[src/rtl/pc_sequencer_if.sv]
`default_nettype none
// ============================================================================
// Module   : pc_sequencer_if
// Brief    : Decode/branch strobes into, and PC/stack status out of, pc_sequencer.
// Revision : 1.0
// ============================================================================
interface pc_sequencer_if #(
    parameter int PC_W        = 16,
    parameter int BR_IMM_W    = 6,
    parameter int J_IMM_W     = 12,
    parameter int STACK_DEPTH = 4
);
    localparam int c_CNT_W = $clog2(STACK_DEPTH + 1);

    logic                clk_en;
    logic                branch_taken;
    logic [BR_IMM_W-1:0] branch_imm;
    logic                jump_taken;
    logic                call_taken;
    logic                ret_taken;
    logic                halt_cmd;
    logic [J_IMM_W-1:0]  jump_imm;
    logic [PC_W-1:0]     pc;
    logic                halted;
    logic [c_CNT_W-1:0]  stack_count;
    logic                stack_ovf;
    logic                stack_unf;
    logic                int_req;
    logic                int_en_cmd;
    logic                int_dis_cmd;
    logic                int_ack;

    modport master (
        output clk_en, branch_taken, branch_imm, jump_taken, call_taken,
               ret_taken, halt_cmd, jump_imm, int_req, int_en_cmd, int_dis_cmd,
        input  pc, halted, stack_count, stack_ovf, stack_unf, int_ack
    );

    modport slave (
        input  clk_en, branch_taken, branch_imm, jump_taken, call_taken,
               ret_taken, halt_cmd, jump_imm, int_req, int_en_cmd, int_dis_cmd,
        output pc, halted, stack_count, stack_ovf, stack_unf, int_ack
    );
endinterface
`default_nettype wire

[src/rtl/pc_sequencer.sv]
`default_nettype none
// ============================================================================
// Module   : pc_sequencer
// Brief    : Program counter with branch/jump/call/return, halt state and a
//            circular return-address stack. Interrupt support is built only
//            when PC_SEQ_INT_EN is defined.
// Revision : 1.0
// ============================================================================
module pc_sequencer #(
    parameter int              PC_W        = 16,
    parameter int              BR_IMM_W    = 6,
    parameter int              J_IMM_W     = 12,
    parameter int              STACK_DEPTH = 4,
    parameter int              INSTR_BYTES = 2,
    parameter logic [PC_W-1:0] INT_VECTOR  = 'h0040
) (
    input  wire logic         clk,
    input  wire logic         reset,
    pc_sequencer_if.slave     bus
);

    localparam int                 c_CNT_W   = $clog2(STACK_DEPTH + 1);
    localparam int                 c_SP_W    = $clog2(STACK_DEPTH);
    localparam logic [c_CNT_W-1:0] c_FULL    = c_CNT_W'(STACK_DEPTH);
    localparam logic [c_SP_W-1:0]  c_SP_LAST = c_SP_W'(STACK_DEPTH - 1);

    typedef enum logic [0:0] {
        ST_RUN    = 1'b0,
        ST_HALTED = 1'b1
    } state_t;

    state_t              r_state, w_state_next;
    logic [PC_W-1:0]     r_pc, w_pc_next;
    logic [PC_W-1:0]     w_seq, w_br_tgt, w_j_tgt, w_run_next, w_push_data, w_top;
    logic [PC_W-1:0]     r_stack [STACK_DEPTH];
    logic [c_SP_W-1:0]   r_sp, w_sp_inc, w_sp_dec;
    logic [c_CNT_W-1:0]  r_count;
    logic                r_ovf, r_unf, r_int_en, r_int_ack;
    logic                w_push, w_pop, w_ovf_set, w_unf_set;
    logic                w_int_en_next, w_int_ack_next, w_int_fire;
    logic                w_full, w_empty;

    assign w_seq    = r_pc + PC_W'(INSTR_BYTES);
    assign w_br_tgt = w_seq + {{(PC_W-BR_IMM_W){bus.branch_imm[BR_IMM_W-1]}}, bus.branch_imm};
    assign w_j_tgt  = w_seq + {{(PC_W-J_IMM_W){bus.jump_imm[J_IMM_W-1]}}, bus.jump_imm};

    // r_sp points at the next free slot; when full it also points at the oldest entry
    assign w_sp_inc = (r_sp == c_SP_LAST) ? '0 : r_sp + c_SP_W'(1);
    assign w_sp_dec = (r_sp == '0) ? c_SP_LAST : r_sp - c_SP_W'(1);
    assign w_top    = r_stack[w_sp_dec];
    assign w_full   = (r_count == c_FULL);
    assign w_empty  = (r_count == '0);

`ifdef PC_SEQ_INT_EN
    assign w_int_fire = bus.int_req & r_int_en;
`else
    assign w_int_fire = 1'b0;
    logic w_unused_int;
    assign w_unused_int = bus.int_req | bus.int_en_cmd | bus.int_dis_cmd;
`endif

    // Target PC while running, also the interrupt return address
    always_comb begin
        w_run_next = w_seq;
        if (bus.halt_cmd)
            w_run_next = w_seq;
        else if (bus.ret_taken)
            w_run_next = w_empty ? w_seq : w_top;
        else if (bus.call_taken || bus.jump_taken)
            w_run_next = w_j_tgt;
        else if (bus.branch_taken)
            w_run_next = w_br_tgt;
    end

    always_comb begin
        w_state_next   = r_state;
        w_pc_next      = r_pc;
        w_push         = 1'b0;
        w_pop          = 1'b0;
        w_push_data    = w_seq;
        w_unf_set      = 1'b0;
        w_int_en_next  = r_int_en;
        w_int_ack_next = 1'b0;
        if (bus.clk_en) begin
`ifdef PC_SEQ_INT_EN
            if (bus.int_dis_cmd)
                w_int_en_next = 1'b0;
            else if (bus.int_en_cmd)
                w_int_en_next = 1'b1;
`endif
            if (w_int_fire) begin
                w_push         = 1'b1;
                w_push_data    = (r_state == ST_HALTED) ? r_pc : w_run_next;
                w_pc_next      = INT_VECTOR;
                w_int_en_next  = 1'b0;
                w_state_next   = ST_RUN;
                w_int_ack_next = 1'b1;
            end else if (r_state == ST_RUN) begin
                w_pc_next = w_run_next;
                if (bus.halt_cmd)
                    w_state_next = ST_HALTED;
                else if (bus.ret_taken) begin
                    if (w_empty)
                        w_unf_set = 1'b1;
                    else
                        w_pop = 1'b1;
                end else if (bus.call_taken)
                    w_push = 1'b1;
            end
        end
    end

    assign w_ovf_set = w_push & w_full;

    always_ff @(posedge clk) begin
        if (reset) begin
            r_state   <= ST_RUN;
            r_pc      <= '0;
            r_sp      <= '0;
            r_count   <= '0;
            r_ovf     <= 1'b0;
            r_unf     <= 1'b0;
            r_int_en  <= 1'b0;
            r_int_ack <= 1'b0;
        end else begin
            r_state   <= w_state_next;
            r_pc      <= w_pc_next;
            r_int_en  <= w_int_en_next;
            r_int_ack <= w_int_ack_next;
            if (w_ovf_set)
                r_ovf <= 1'b1;
            if (w_unf_set)
                r_unf <= 1'b1;
            if (w_push) begin
                r_sp <= w_sp_inc;
                if (!w_full)
                    r_count <= r_count + c_CNT_W'(1);
            end else if (w_pop) begin
                r_sp    <= w_sp_dec;
                r_count <= r_count - c_CNT_W'(1);
            end
        end
    end

    always_ff @(posedge clk) begin
        if (!reset && w_push)
            r_stack[r_sp] <= w_push_data;
    end

    assign bus.pc          = r_pc;
    assign bus.halted      = (r_state == ST_HALTED);
    assign bus.stack_count = r_count;
    assign bus.stack_ovf   = r_ovf;
    assign bus.stack_unf   = r_unf;
    assign bus.int_ack     = r_int_ack;

endmodule
`default_nettype wire
[src/flat_wrapper.sv]
// flat-port wrapper written by rule: the top's interface ports become plain ports
module pc_sequencer_flat 
#(
    parameter int              PC_W        = 16,
    parameter int              BR_IMM_W    = 6,
    parameter int              J_IMM_W     = 12,
    parameter int              STACK_DEPTH = 4,
    parameter int              INSTR_BYTES = 2,
    parameter logic [PC_W-1:0] INT_VECTOR  = 'h0040
)
  (clk, reset, bus_clk_en, bus_branch_taken, bus_branch_imm, bus_jump_taken, bus_call_taken, bus_ret_taken, bus_halt_cmd, bus_jump_imm, bus_int_req, bus_int_en_cmd, bus_int_dis_cmd, bus_pc, bus_halted, bus_stack_count, bus_stack_ovf, bus_stack_unf, bus_int_ack);
  pc_sequencer_if #(.PC_W(PC_W), .BR_IMM_W(BR_IMM_W), .J_IMM_W(J_IMM_W), .STACK_DEPTH(STACK_DEPTH)) bus_i ();
  input  wire logic clk;
  input  wire logic reset;
  input wire logic [$bits(bus_i.clk_en)-1:0] bus_clk_en;
  input wire logic [$bits(bus_i.branch_taken)-1:0] bus_branch_taken;
  input wire logic [$bits(bus_i.branch_imm)-1:0] bus_branch_imm;
  input wire logic [$bits(bus_i.jump_taken)-1:0] bus_jump_taken;
  input wire logic [$bits(bus_i.call_taken)-1:0] bus_call_taken;
  input wire logic [$bits(bus_i.ret_taken)-1:0] bus_ret_taken;
  input wire logic [$bits(bus_i.halt_cmd)-1:0] bus_halt_cmd;
  input wire logic [$bits(bus_i.jump_imm)-1:0] bus_jump_imm;
  input wire logic [$bits(bus_i.int_req)-1:0] bus_int_req;
  input wire logic [$bits(bus_i.int_en_cmd)-1:0] bus_int_en_cmd;
  input wire logic [$bits(bus_i.int_dis_cmd)-1:0] bus_int_dis_cmd;
  output wire logic [$bits(bus_i.pc)-1:0] bus_pc;
  output wire logic [$bits(bus_i.halted)-1:0] bus_halted;
  output wire logic [$bits(bus_i.stack_count)-1:0] bus_stack_count;
  output wire logic [$bits(bus_i.stack_ovf)-1:0] bus_stack_ovf;
  output wire logic [$bits(bus_i.stack_unf)-1:0] bus_stack_unf;
  output wire logic [$bits(bus_i.int_ack)-1:0] bus_int_ack;
  assign bus_i.clk_en = bus_clk_en;
  assign bus_i.branch_taken = bus_branch_taken;
  assign bus_i.branch_imm = bus_branch_imm;
  assign bus_i.jump_taken = bus_jump_taken;
  assign bus_i.call_taken = bus_call_taken;
  assign bus_i.ret_taken = bus_ret_taken;
  assign bus_i.halt_cmd = bus_halt_cmd;
  assign bus_i.jump_imm = bus_jump_imm;
  assign bus_i.int_req = bus_int_req;
  assign bus_i.int_en_cmd = bus_int_en_cmd;
  assign bus_i.int_dis_cmd = bus_int_dis_cmd;
  assign bus_pc = bus_i.pc;
  assign bus_halted = bus_i.halted;
  assign bus_stack_count = bus_i.stack_count;
  assign bus_stack_ovf = bus_i.stack_ovf;
  assign bus_stack_unf = bus_i.stack_unf;
  assign bus_int_ack = bus_i.int_ack;
  pc_sequencer #(.PC_W(PC_W), .BR_IMM_W(BR_IMM_W), .J_IMM_W(J_IMM_W), .STACK_DEPTH(STACK_DEPTH), .INSTR_BYTES(INSTR_BYTES), .INT_VECTOR(INT_VECTOR)) u_core (.clk(clk), .reset(reset), .bus(bus_i));
endmodule
[config.mk]
export PLATFORM = sky130hd
export DESIGN_NAME = pc_sequencer_flat
export DESIGN_NICKNAME = d
export VERILOG_FILES = /design/src/rtl/pc_sequencer_if.sv /design/src/rtl/pc_sequencer.sv /design/src/flat_wrapper.sv
export SDC_FILE = /design/constraint.sdc
export NUM_CORES = 1
export LEC_CHECK = 0
export CAP_MARGIN = 40
export CORE_MARGIN = 4
export CORE_UTILIZATION = 48
export CTS_CLUSTER_SIZE = 12
export DETAILED_ROUTE_END_ITERATION = 16
export DONT_BUFFER_PORTS = 1
export GPL_ROUTABILITY_DRIVEN = 0
export GPL_TIMING_DRIVEN = 0
export HOLD_SLACK_MARGIN = 0.1
export PLACE_DENSITY = 0.6
export SLEW_MARGIN = 30
export SYNTH_ARGS = -nofsm -noshare
export SYNTH_HDL_FRONTEND = slang
export SYNTH_SLANG_ARGS = --single-unit
[constraint.sdc]
create_clock -name clk -period 3.6 [get_ports clk]
set_clock_uncertainty 0.1 [all_clocks]
set_input_delay 0.72 -clock clk [delete_from_list [all_inputs] [get_ports clk]]
set_output_delay 0.72 -clock clk [all_outputs]
set_load 0.02 [all_outputs]
==> impl_results.md <==
- Syn avg cell area: 10.4 um^2
- Vias: 4495
- Syn Std Cell Area: between 0.005 and 0.006 mm^2
- IO buf count: 0
- Clock tree sinks: 88
- Cts hold-fix bufs: 0
- Clock buffer depth: 2
- Combinational power share: approximately 22%
- Switching part of the total: 28.2%
- Slew Limit Fails: 0
- Startpoint types: flip-flop
- Starting Density: between 40 and 50%
- Crit share post-route: 99.1%
- Mapped Cells: 550
- Number of nets in the layout: about 640
- Post-DR wirelength/cell: 21.5 um
- Number of diodes: 0
- Final setup margin: about 0.033 ns
- Chip height: 117 um
- Req. time, crit path: 3.73 ns
- Ys Warns: 0
- Primary FF master, synth: edfxtp_1
- Clock root buffer master: clkbuf_16
- TNS Setup: 0 ns
- Rows: 39
- Number of DRC markers in iteration 0: 427
- DPL Wire Length: 11.9 mm
- Seq pwr share: 41.5%
- Critical path class: reg2reg
- Drt total wl: 15.5 mm
- Final Hold Viols: 0
- Yosys top cell area share: 33.6%
- Leak pwr: 2.41 nW
- Worst slew margin: 53.6%
- Worst hold slack: 0.435 ns
- Cell chain of the critical path: nand4_1, nor3_1, xor2_2, ha_1, buf_2, a2111oi_0, o21ai_0, o32ai_2, xor2_1, o31ai_1, o32ai_1
- Asr flop ratio synth: 0%
- Critical Path AT: 3.70 ns
- Final setup violation count: 0
- Crit path max fanout: 10
- Most frequent cells in the layout: edfxtp_1 (64), nor2_1 (55), a21oi_1 (47), nand2_1 (36), ha_1 (36)
- Status: finished, final reports clean
- Area leader, netlist: edfxtp_1
- Drt pass-1 iters: 5
- Pwr dens: 441 mW/mm^2
- CORE AREA: 0.0116 mm^2
- Max-cap violations: 0
- Tmin final: 3.57 ns
- I/O pin cnt: between 50 and 60
- DRT antenna net count: 0
- Share of layout cells above drive strength 1: 15.8%
- Post-place setup slack: -0.707 ns
- Worst-Skew Late Latency: between 0.3 and 0.4 ns
- Post-synth EDFFs: 64
- Gr usage total: between 20% and 30%
- Fmax: 0.280 GHz
- Sequential share of the synthesized area: 42.0%
- Worst slew pin tran: a little under 0.7 ns
- RSZ-0062 raised after global routing: false
- CTS clock-pin slew for the worst setup and hold paths: ~0.06 ns
- CP peak stage delay: 0.57 ns
- Post-route cell area: 0.00649 mm^2
- CP endpoint kind: flip-flop
- H-tree Lvls: 3
- Vias in the first global route: 4428
- Die W: roughly 120 um
- Global-route wire length before repair: 23.9 mm
- Netlist cell types: 67
- FF+latch count, synth: 88
- DR vias/cell: ~6.2
- Delay-heaviest family, CP: compound AO/OA/AOI/OAI gates
- Max VDD drop: 338 uV
- Antenna violations before repair: 0
- Max stage delay cell, worst path: dfxtp_1
- Synth area leaders: edfxtp_1 (34%), dfxtp_1 (8.4%), ha_1 (8.3%)
- Area Growth Syn to Fin: 13.4%
- Hold Crit Class: in2reg
- NetSw: 0.805 mW
- Pint: 2.05 mW
- Placed cell areas: 0.00595 mm^2
- CTS tree: yes
- GR Overflow Total: 0
- Largest net degree at the start of global routing: 15
- DRC Markers: 0
- Inserted Clock Buffers: 9
- Bufs and invs on worst path: 1
- Final core occ: 56.1%
- Die ar.: 0.0137 mm^2
- Most common cell after layout, fill and taps aside: edfxtp_1
- Syn Nets: 620
- Clock share of power: 36.5%
cell usage after synthesis (all sizes together), types with 4 or more instances:
cell	instances
o32ai	4
or2	5
xnor2	24
mux4	16
and2	9
dfxtp	24
a211oi	9
buf	9
nand3	11
ha	38
clkbuf	14
inv	17
nor2	56
o21ai	33
a21oi	48
or3	6
xor2	15
edfxtp	64
a21o	10
nor2b	4
nor3	11
o211ai	4
nand2b	4
mux2i	4
a221oi	7
nand4	5
a31oi	5
o31ai	4
o21a	11
nand2	36
power groups by stage:
stage	logic, mW	registers (mW)	clock network (mW)
finish	0.630	1.19	1.04
global route	0.692	1.19	1.10
CTS	0.613	1.19	1.05
detailed placement	0.594	1.20	0
global placement	0.580	1.20	0
floorplan	0.455	1.19	0
final timing paths:
check / endpoint / cells past startpoint / startpoint / slack, ns
min: u_core.bus.halted / 2 / bus_clk_en / 0.44
min reg2reg: u_core.bus.pc[2] / 2 / u_core.bus.pc[2] / 0.47
max reg2reg: u_core.bus.pc[15] / 11 / u_core.bus.pc[8] / 0.03
max: u_core.bus.pc[15] / 11 / u_core.bus.pc[8] / 0.03
layout make-up:
type	count	area, um^2
fill	995	5080
multi-input combinational	422	3280
sequential	88	2420
clock buffer	10	229
tap	143	179
buffer	23	111
clock inverter	6	108
timing repair buffer	11	101
inverter	17	63.8
timing repair:
item | CTS | global route
buffers inserted | 5 | 2
gates resized for setup | 21 | 8
pin swaps | 1 | 1
setup endpoints to repair | 6 | 5
sequential cells by signal (all words and copies together) (netlist names):
register and flops:
u_core.r_stack 64, u_core.bus.stack_ovf 1, u_core.bus.stack_unf 1, u_core.bus.pc 16
u_core.bus.halted 1, u_core.bus.stack_count 3, u_core.r_sp 2
worst reg2reg max path, delay by kind of cell (launching register included):
family                   cells  cell delay (ns)
buffers and inverters        1             0.18
adder cells (fa/ha/maj)      1             0.28
XOR/XNOR                     2             0.49
AND/OR/NAND/NOR              2             0.56
AO/OA/AOI/OAI                5             1.29
flip-flops                   1             0.57
per-layer routing:
metal	share of wire [%]	track usage [%]	up-vias	wire length (um)
li1	-	-	2125	-
met1	43	30.8	2180	6710
met2	49	39.9	162	7620
met3	5.4	3.24	28	831
met4	2.1	7.72	0	327
met5	0	0	-	0
kinds of logic (layout without fill, tap and decap cells):
logic type / after synthesis / after routing / synth area share (%)
AOI/OAI and AO/OA: 161 / 161 / 18.2
xor gates and xnor gates: 39 / 39 / 6.10
adders and majority gates: 41 / 41 / 9.36
buffers and inverters: 40 / 67 / 3.06
DFF: 88 / 88 / 42.0
muxes: 23 / 23 / 7.66
other: 1 / 1 / 0.0656
and+or+nand+nor: 157 / 157 / 13.5
metrics by stage:
stage | std cells | power (mW)
6_report | 720 | 2.86
5_1_grt | 720 | 2.98
4_1_cts | 718 | 2.85
3_5_place_dp | 697 | 1.80
3_3_place_gp | 693 | 1.78
2_1_floorplan | 550 | 1.64
(Power assumes the default switching activity.)
